<file path="config.mk">
export PLATFORM = sky130hd
export DESIGN_NAME = eth_tx_serializer
export DESIGN_NICKNAME = d
export VERILOG_FILES = /design/src/rtl/eth_tx_serializer.sv
export SDC_FILE = /design/constraint.sdc
export NUM_CORES = 1
export LEC_CHECK = 0
export ABC_AREA = 0
export CAP_MARGIN = 10
export CORE_MARGIN = 2
export CORE_UTILIZATION = 55
export CTS_CLUSTER_DIAMETER = 100
export DETAILED_ROUTE_END_ITERATION = 10
export PLACE_DENSITY = 0.75
export SYNTH_ARGS = -nofsm -noshare
export SYNTH_HDL_FRONTEND = slang
export SYNTH_SLANG_ARGS = --single-unit
</file>
<file path="constraint.sdc">
create_clock -name clk -period 4.5 [get_ports clk]
set_clock_uncertainty 0.05 [all_clocks]
set_input_delay 0.9 -clock clk [delete_from_list [all_inputs] [get_ports clk]]
set_output_delay 0.9 -clock clk [all_outputs]
set_load 0.01 [all_outputs]
</file>
<file path="src/rtl/eth_tx_serializer.sv">
// RMII-style dibit transmitter: 802.3 preamble/SFD, LSB-first payload and interframe gap.
// Defining CRC_APPEND_EN adds the CRC-32 engine and a 16-dibit FCS after the payload.
module eth_tx_serializer #(
  parameter int IFG_DIBITS = 48
) (
  input  logic       clk,
  input  logic       rst_n,
  input  logic       axiiv,
  input  logic [7:0] axiid,
  input  logic       axiilast,
  output logic       axiiready,
  output logic       axiov,
  output logic [1:0] axiod,
  output logic       busy,
  output logic       underflow
);

  typedef enum logic [2:0] {
    IDLE     = 3'd0,
    PREAMBLE = 3'd1,
    PAYLOAD  = 3'd2,
    FCS      = 3'd3,
    GAP      = 3'd4
  } state_t;

  localparam logic [7:0] PRE_LAST = 8'd31;
  localparam logic [7:0] FCS_LAST = 8'd15;
  localparam logic [7:0] GAP_LAST = 8'(IFG_DIBITS - 1);

  state_t     state_r, state_s;
  logic [7:0] cnt_r, cnt_s;
  logic [7:0] byte_r, byte_s;
  logic       last_r, last_s;
  logic       axiov_r, axiov_s;
  logic [1:0] axiod_r, axiod_s;
  logic       ready_r, ready_s;
  logic       underflow_r, underflow_s;

`ifdef CRC_APPEND_EN
  logic [31:0] crc_r, crc_s, crc_upd_s;

  // Reflected CRC-32 advanced by one dibit, bit [0] of the dibit first.
  function automatic logic [31:0] crc32_dibit(input logic [31:0] crc, input logic [1:0] d);
    logic [31:0] c;
    c = crc;
    for (int i = 0; i < 2; i++) begin
      if (c[0] ^ d[i]) begin
        c = {1'b0, c[31:1]} ^ 32'hEDB88320;
      end else begin
        c = {1'b0, c[31:1]};
      end
    end
    return c;
  endfunction

  assign crc_upd_s = crc32_dibit(crc_r, axiod_r);
`endif

  // Next-state and next-output decode; registered outputs describe the cycle being entered.
  always_comb begin
    state_s     = state_r;
    cnt_s       = cnt_r;
    byte_s      = byte_r;
    last_s      = last_r;
    axiov_s     = 1'b0;
    axiod_s     = 2'b00;
    ready_s     = 1'b0;
    underflow_s = 1'b0;
`ifdef CRC_APPEND_EN
    crc_s       = crc_r;
`endif
    case (state_r)
      IDLE: begin
        if (axiiv) begin
          state_s = PREAMBLE;
          cnt_s   = 8'd0;
          axiov_s = 1'b1;
          axiod_s = 2'b01;
`ifdef CRC_APPEND_EN
          crc_s   = 32'hFFFFFFFF;
`endif
        end else begin
          state_s = IDLE;
        end
      end
      PREAMBLE: begin
        if (cnt_r != PRE_LAST) begin
          cnt_s   = cnt_r + 8'd1;
          axiov_s = 1'b1;
          axiod_s = (cnt_s == PRE_LAST) ? 2'b11 : 2'b01;
          ready_s = (cnt_s == PRE_LAST);
        end else if (axiiv) begin
          state_s = PAYLOAD;
          cnt_s   = 8'd0;
          byte_s  = axiid;
          last_s  = axiilast;
          axiov_s = 1'b1;
          axiod_s = axiid[1:0];
        end else begin
          state_s     = GAP;
          cnt_s       = 8'd0;
          underflow_s = 1'b1;
        end
      end
      PAYLOAD: begin
`ifdef CRC_APPEND_EN
        crc_s = crc_upd_s;
`endif
        if (cnt_r != 8'd3) begin
          cnt_s   = cnt_r + 8'd1;
          byte_s  = {2'b00, byte_r[7:2]};
          axiov_s = 1'b1;
          axiod_s = byte_r[3:2];
          ready_s = (cnt_s == 8'd3) && !last_r;
        end else if (last_r) begin
          cnt_s = 8'd0;
`ifdef CRC_APPEND_EN
          state_s = FCS;
          axiov_s = 1'b1;
          axiod_s = ~crc_upd_s[1:0];
          crc_s   = {2'b00, crc_upd_s[31:2]};
`else
          state_s = GAP;
`endif
        end else if (axiiv) begin
          cnt_s   = 8'd0;
          byte_s  = axiid;
          last_s  = axiilast;
          axiov_s = 1'b1;
          axiod_s = axiid[1:0];
        end else begin
          state_s     = GAP;
          cnt_s       = 8'd0;
          underflow_s = 1'b1;
        end
      end
`ifdef CRC_APPEND_EN
      FCS: begin
        if (cnt_r != FCS_LAST) begin
          cnt_s   = cnt_r + 8'd1;
          axiov_s = 1'b1;
          axiod_s = ~crc_r[1:0];
          crc_s   = {2'b00, crc_r[31:2]};
        end else begin
          state_s = GAP;
          cnt_s   = 8'd0;
        end
      end
`endif
      GAP: begin
        // The final gap cycle already applies the IDLE rules so back-to-back frames see exactly IFG_DIBITS idle cycles.
        if (cnt_r != GAP_LAST) begin
          cnt_s = cnt_r + 8'd1;
        end else if (axiiv) begin
          state_s = PREAMBLE;
          cnt_s   = 8'd0;
          axiov_s = 1'b1;
          axiod_s = 2'b01;
`ifdef CRC_APPEND_EN
          crc_s   = 32'hFFFFFFFF;
`endif
        end else begin
          state_s = IDLE;
          cnt_s   = 8'd0;
        end
      end
      default: begin
        state_s = IDLE;
        cnt_s   = 8'd0;
      end
    endcase
  end

  // State, datapath and output registers.
  always_ff @(posedge clk or negedge rst_n) begin
    if (!rst_n) begin
      state_r     <= IDLE;
      cnt_r       <= 8'd0;
      byte_r      <= 8'd0;
      last_r      <= 1'b0;
      axiov_r     <= 1'b0;
      axiod_r     <= 2'b00;
      ready_r     <= 1'b0;
      underflow_r <= 1'b0;
`ifdef CRC_APPEND_EN
      crc_r       <= 32'hFFFFFFFF;
`endif
    end else begin
      state_r     <= state_s;
      cnt_r       <= cnt_s;
      byte_r      <= byte_s;
      last_r      <= last_s;
      axiov_r     <= axiov_s;
      axiod_r     <= axiod_s;
      ready_r     <= ready_s;
      underflow_r <= underflow_s;
`ifdef CRC_APPEND_EN
      crc_r       <= crc_s;
`endif
    end
  end

  assign axiov     = axiov_r;
  assign axiod     = axiod_r;
  assign axiiready = ready_r;
  assign underflow = underflow_r;
  assign busy      = (state_r != IDLE);

endmodule

</file>
* Word level (Yosys, flattened, before mapping) *
Index checks and enable logic that the tools add are counted.

operators by class
  add/sub/neg operators = 1
  multiply operators = 0
  div/mod/pow operators = 0
  $lt $le $gt $ge = 0
  equal/unequal tests = 15
  shift-type cells = 0
  muxes and demuxes = 46
  bitwise gates (word level) = 0
  reductions and logical operators = 8

operator list
  kind                 count
  $mux 8               8
  $pmux 8 s4           1
  $mux 1               18
  $mux 3               6
  $pmux 8 s2           1
  $mux 2               6
  $pmux 3 s4           1
  $ne 2x2->1 const B   5
  $add 8x1->8 const B  1
  $eq 8x2->1 const B   1
  $eq 8x5->1 const B   1
  $ne 8x2->1 const B   1
  $ne 8x5->1 const B   1
  $ne 8x6->1 const B   1
  $pmux 2 s4           1
  $reduce_and 4->1     2
  $ne 3x3->1 const B   2
  $pmux 1 s2           3
  $pmux 1 s4           1
  $eq 3x1->1 const B   1
  $eq 3x2->1 const B   1
  $eq 3x3->1 const B   1
  $logic_not 3->1      1
  $reduce_and 3->1     1
  other kinds (4)      4

storage, ports and cells
  register bits after elaboration = 25
  bits in latches = 0
  RAM bits = 0
  bits in read-only memories = 0
  input port bits = 12
  output and inout bits = 6
  memories = 0

* Depth between registers and ports, before layout *
  depth after elaboration = 5
  depth in mapped cells = 7

* Least setup slack after synthesis *
Ideal clock, no wire load.

  kind = input port to flip-flop
  start point = in axiiv
  end point = reg byte_r[2]
  library setup time = 0.123 ns
  arrival = 1.769 ns
  setup slack = 2.558 ns
  stages = 4
  path buffers = 0
  path through = nor4b_1 > a32oi_4 > mux2i_1 > a21oi_1

between the ends
  longest elaborated chain between the ends = 4

ends and longest elaborated chain
  item                  RTL line  RTL
  from (decl)           8         input logic axiiv,
  $mux 8 *              -
  $mux 8 (2 in series)  -
  $pmux 8 s2 *          -
  to (signal assigned)  191       byte_r <= byte_s;
  to (decl)             32        logic [7:0] byte_r, byte_s;

Mark *: on every way between the ends. The rest lies on a longest branch, timed or not. The select of a mux whose other input is x is not followed.
A chain may end at the register's enable or synchronous reset.

* Worst setup path in the final report *
  start point = reg state_r[2]
  end point = out busy

between the ends
  longest elaborated chain between the ends = 1

ends and longest elaborated chain
  item                    RTL line  RTL
  from (decl)             30        state_t state_r, state_s;
  from (signal assigned)  189       state_r <= state_s;
  $reduce_bool 3->1       207       assign busy = (state_r != IDLE);
  to (decl)               14        output logic busy,

Every way passes these cells.

==> run metrics <==
critical path's top delay family flip-flops; row count 19; PwrDens 433.1 nW/µm²; H-tree Lvls 1; Worst Path Required 3550 ps; total CTS buffers 3; CTS Hold Bufs 0; storage element area 575.6 µm²; top cells by area, synth dfrtp_1 (37%), nand2_1 (4.1%), mux2i_1 (3.8%); Sw Share 0.4233; Total Power 0.7461 mW; I/O Pins 18; Sequential Power Share 0.418; top_reg_cell synth dfrtp_1; most common cell after layout, fill and taps aside dfrtp_1; Worst Hold Class reg2reg; EDFF count, synth 0; initial antenna violation count 0; synthesized area 1568 µm²; status finished, final reports clean; Post-route DRC 0; sum of buffers and inverters on the critical path 1; gpl congestion 0.8508; commonest non-fill, non-tap cells in the layout dfrtp_1 (23), nand2_1 (17), clkdlybuf4s50_1 (17); final worst-path cycle share 0.6074; setup TNS 0 ps; final hold vios 0; register area share after synthesis 0.3671; crit path launch type flop; total wire length 3.301 mm; Async S/R FF share, synth 1.000; Setup crit end kind output port; die footprint between 3000 and 4000 µm²; pins over their slew limit 0; Hold WS 478.9 ps; first-pass GRT wire length 5.402 mm; vias in the first global route 1159; Max VDD drop 0.0003771 V; RSZ-0062 raised after global routing false; clock sinks 23; CTS tree built; Peak Freq approximately 0.37 GHz; final core occ 0.6302; Final ANT Viol Nets 0; crit-path max FO 7; critical path arrival ~1800 ps; Max-Cap Viols 0; Worst-path clk slew 130 ps; clock network fraction of total power 0.137; pin count of the biggest net entering global routing 24; P_int 0.4303 mW; final setup fails 0; synthesized instance count 160; slowest cell delay on critical path 530 ps; Rel. slew slack 0.2849; P_sw 0.3158 mW; total core area 2734 µm²; Comb pwr share 0.445; Fillers 230; syn_nets between 150 and 200; sequence of cells on the critical path or3_1 -> clkdlybuf4s50_1; slowest CP cell dfrtp_1; IO buf count 17; Setup Buffers After CTS 0; Worst-Margin Slew around 1100 ps; FF+latch count, synth 23; critical path class reg2out; cell taking the most area after synthesis dfrtp_1; die width between 50 and 60 µm; via-per-instance ratio 6.328; Via Count 1272; # diodes 0; clk_lat worst skew between 300 and 400 ps; multi-input logic area 899.6 µm²; Post-CTS Resized 0; post-synth top area share 0.3671; leak pwr 0.7165 nW; Unique masters post-synth between 50 and 60; clock tree buffer depth 2; GRT overflow 0; Pre-antenna DRT Iters 4; post-route minimum period around 2700 ps; DRT iter0 DRCs 58; share of cells above drive strength 1 0.1471; Die Height 57.39 µm; yosys warns 0; DR WL/cell roughly 16 µm; initial core utilization 0.5735; Avg Cell Area, Syn 9.798 µm²; fin nets 185; Root Buffer clkbuf_4; gr usage total 0.2121; area delta synth->final 9.896%; DP HPWL around 2.4 mm
-- metrics by stage --
step	area (µm²)	instances	worst slack, ps
after global routing	1723	201	1724
final	1723	201	1767
after CTS	1723	201	1770
after floorplan	1568	160	2558
after global placement	1695	197	1668
after detailed placement	1695	197	1615
-- kinds of logic after synthesis --
family                   synth area share
adder cells (fa/ha/maj)           0.01596
multiplexers                      0.03831
buffers and inverters             0.05905
XOR/XNOR                          0.02235
AND/OR/NAND/NOR                    0.2610
AO/OA/AOI/OAI                      0.2363
flip-flops                         0.3671
-- metal layers --
| metal | vias to the layer above | part of all wire | GRT usage |
|---|---|---|---|
| li1 | 611 | - | - |
| met1 | 628 | 0.46 | 0.2865 |
| met2 | 28 | 0.48 | 0.3442 |
| met3 | 5 | 0.039 | 0.02948 |
| met4 | 0 | 0.018 | 0.08306 |
| met5 | - | 0 | 0 |
-- synthesized netlist by cell type, types with 2 or more instances --
master and n:
o21ai_1 4, nor2_1 16, o31ai_1 2, buf_6 4
nor4b_2 2, xnor2_1 3, a21oi_1 6, nand4_1 3
dfrtp_1 23, nand2_1 17, nor3b_4 2, nand2b_1 2
a32oi_1 2, nor3_1 5, nand3_1 3, a21boi_0 2
nor3_2 3, mux2i_1 6, o221ai_1 2, or3_1 3
inv_1 3, o21ai_0 6, a211o_1 2, and3_1 2
nor4b_1 2, ha_1 2, nor4_1 2, buf_2 5
-- final timing paths --
path | from | to | slack [ps] | cells past startpoint
min in group asynchronous | rst_n | axiod[1] | 1080 | 1
worst max register to register | cnt_r[1] | cnt_r[6] | 2290 | 5
worst min-delay path | byte_r[2] | axiod[0] | 480 | 1
max in group asynchronous | rst_n | cnt_r[6] | 2680 | 1
worst min register to register | byte_r[2] | axiod[0] | 480 | 1
worst max-delay path | state_r[2] | busy | 1770 | 2
-- worst reg2reg max path: cells and delay by family, from the launching register on --
kind	cells	cell delay (ps)
simple gates	2	880
fa+ha+maj	1	370
compound gates	2	320
flops	1	470
-- state kept, by name, indices dropped and copies added, names as in the netlist --
name	count
cnt_r	8
byte_r	6
state_r	3
axiod	2
axiiready	1
axiov	1
last_r	1
underflow	1
-- final cells by class --
cell class                 count  area share
multi-input combinational    123      0.5222
clock buffer                   3     0.01307
timing repair buffer          17     0.09877
inverter                       3    0.006536
clock inverter                 1    0.002905
sequential                    23      0.3341
tap                           31     0.02251
-- power groups by stage --
stage | clock [mW] | combinational (mW) | sequential, mW
2_1_floorplan | 0 | 0.271 | 0.297
3_3_place_gp | 0 | 0.325 | 0.313
3_5_place_dp | 0 | 0.331 | 0.314
4_1_cts | 0.104 | 0.333 | 0.310
5_1_grt | 0.109 | 0.367 | 0.317
6_report | 0.102 | 0.332 | 0.312
Note: power is estimated with default switching activity, not from simulation.
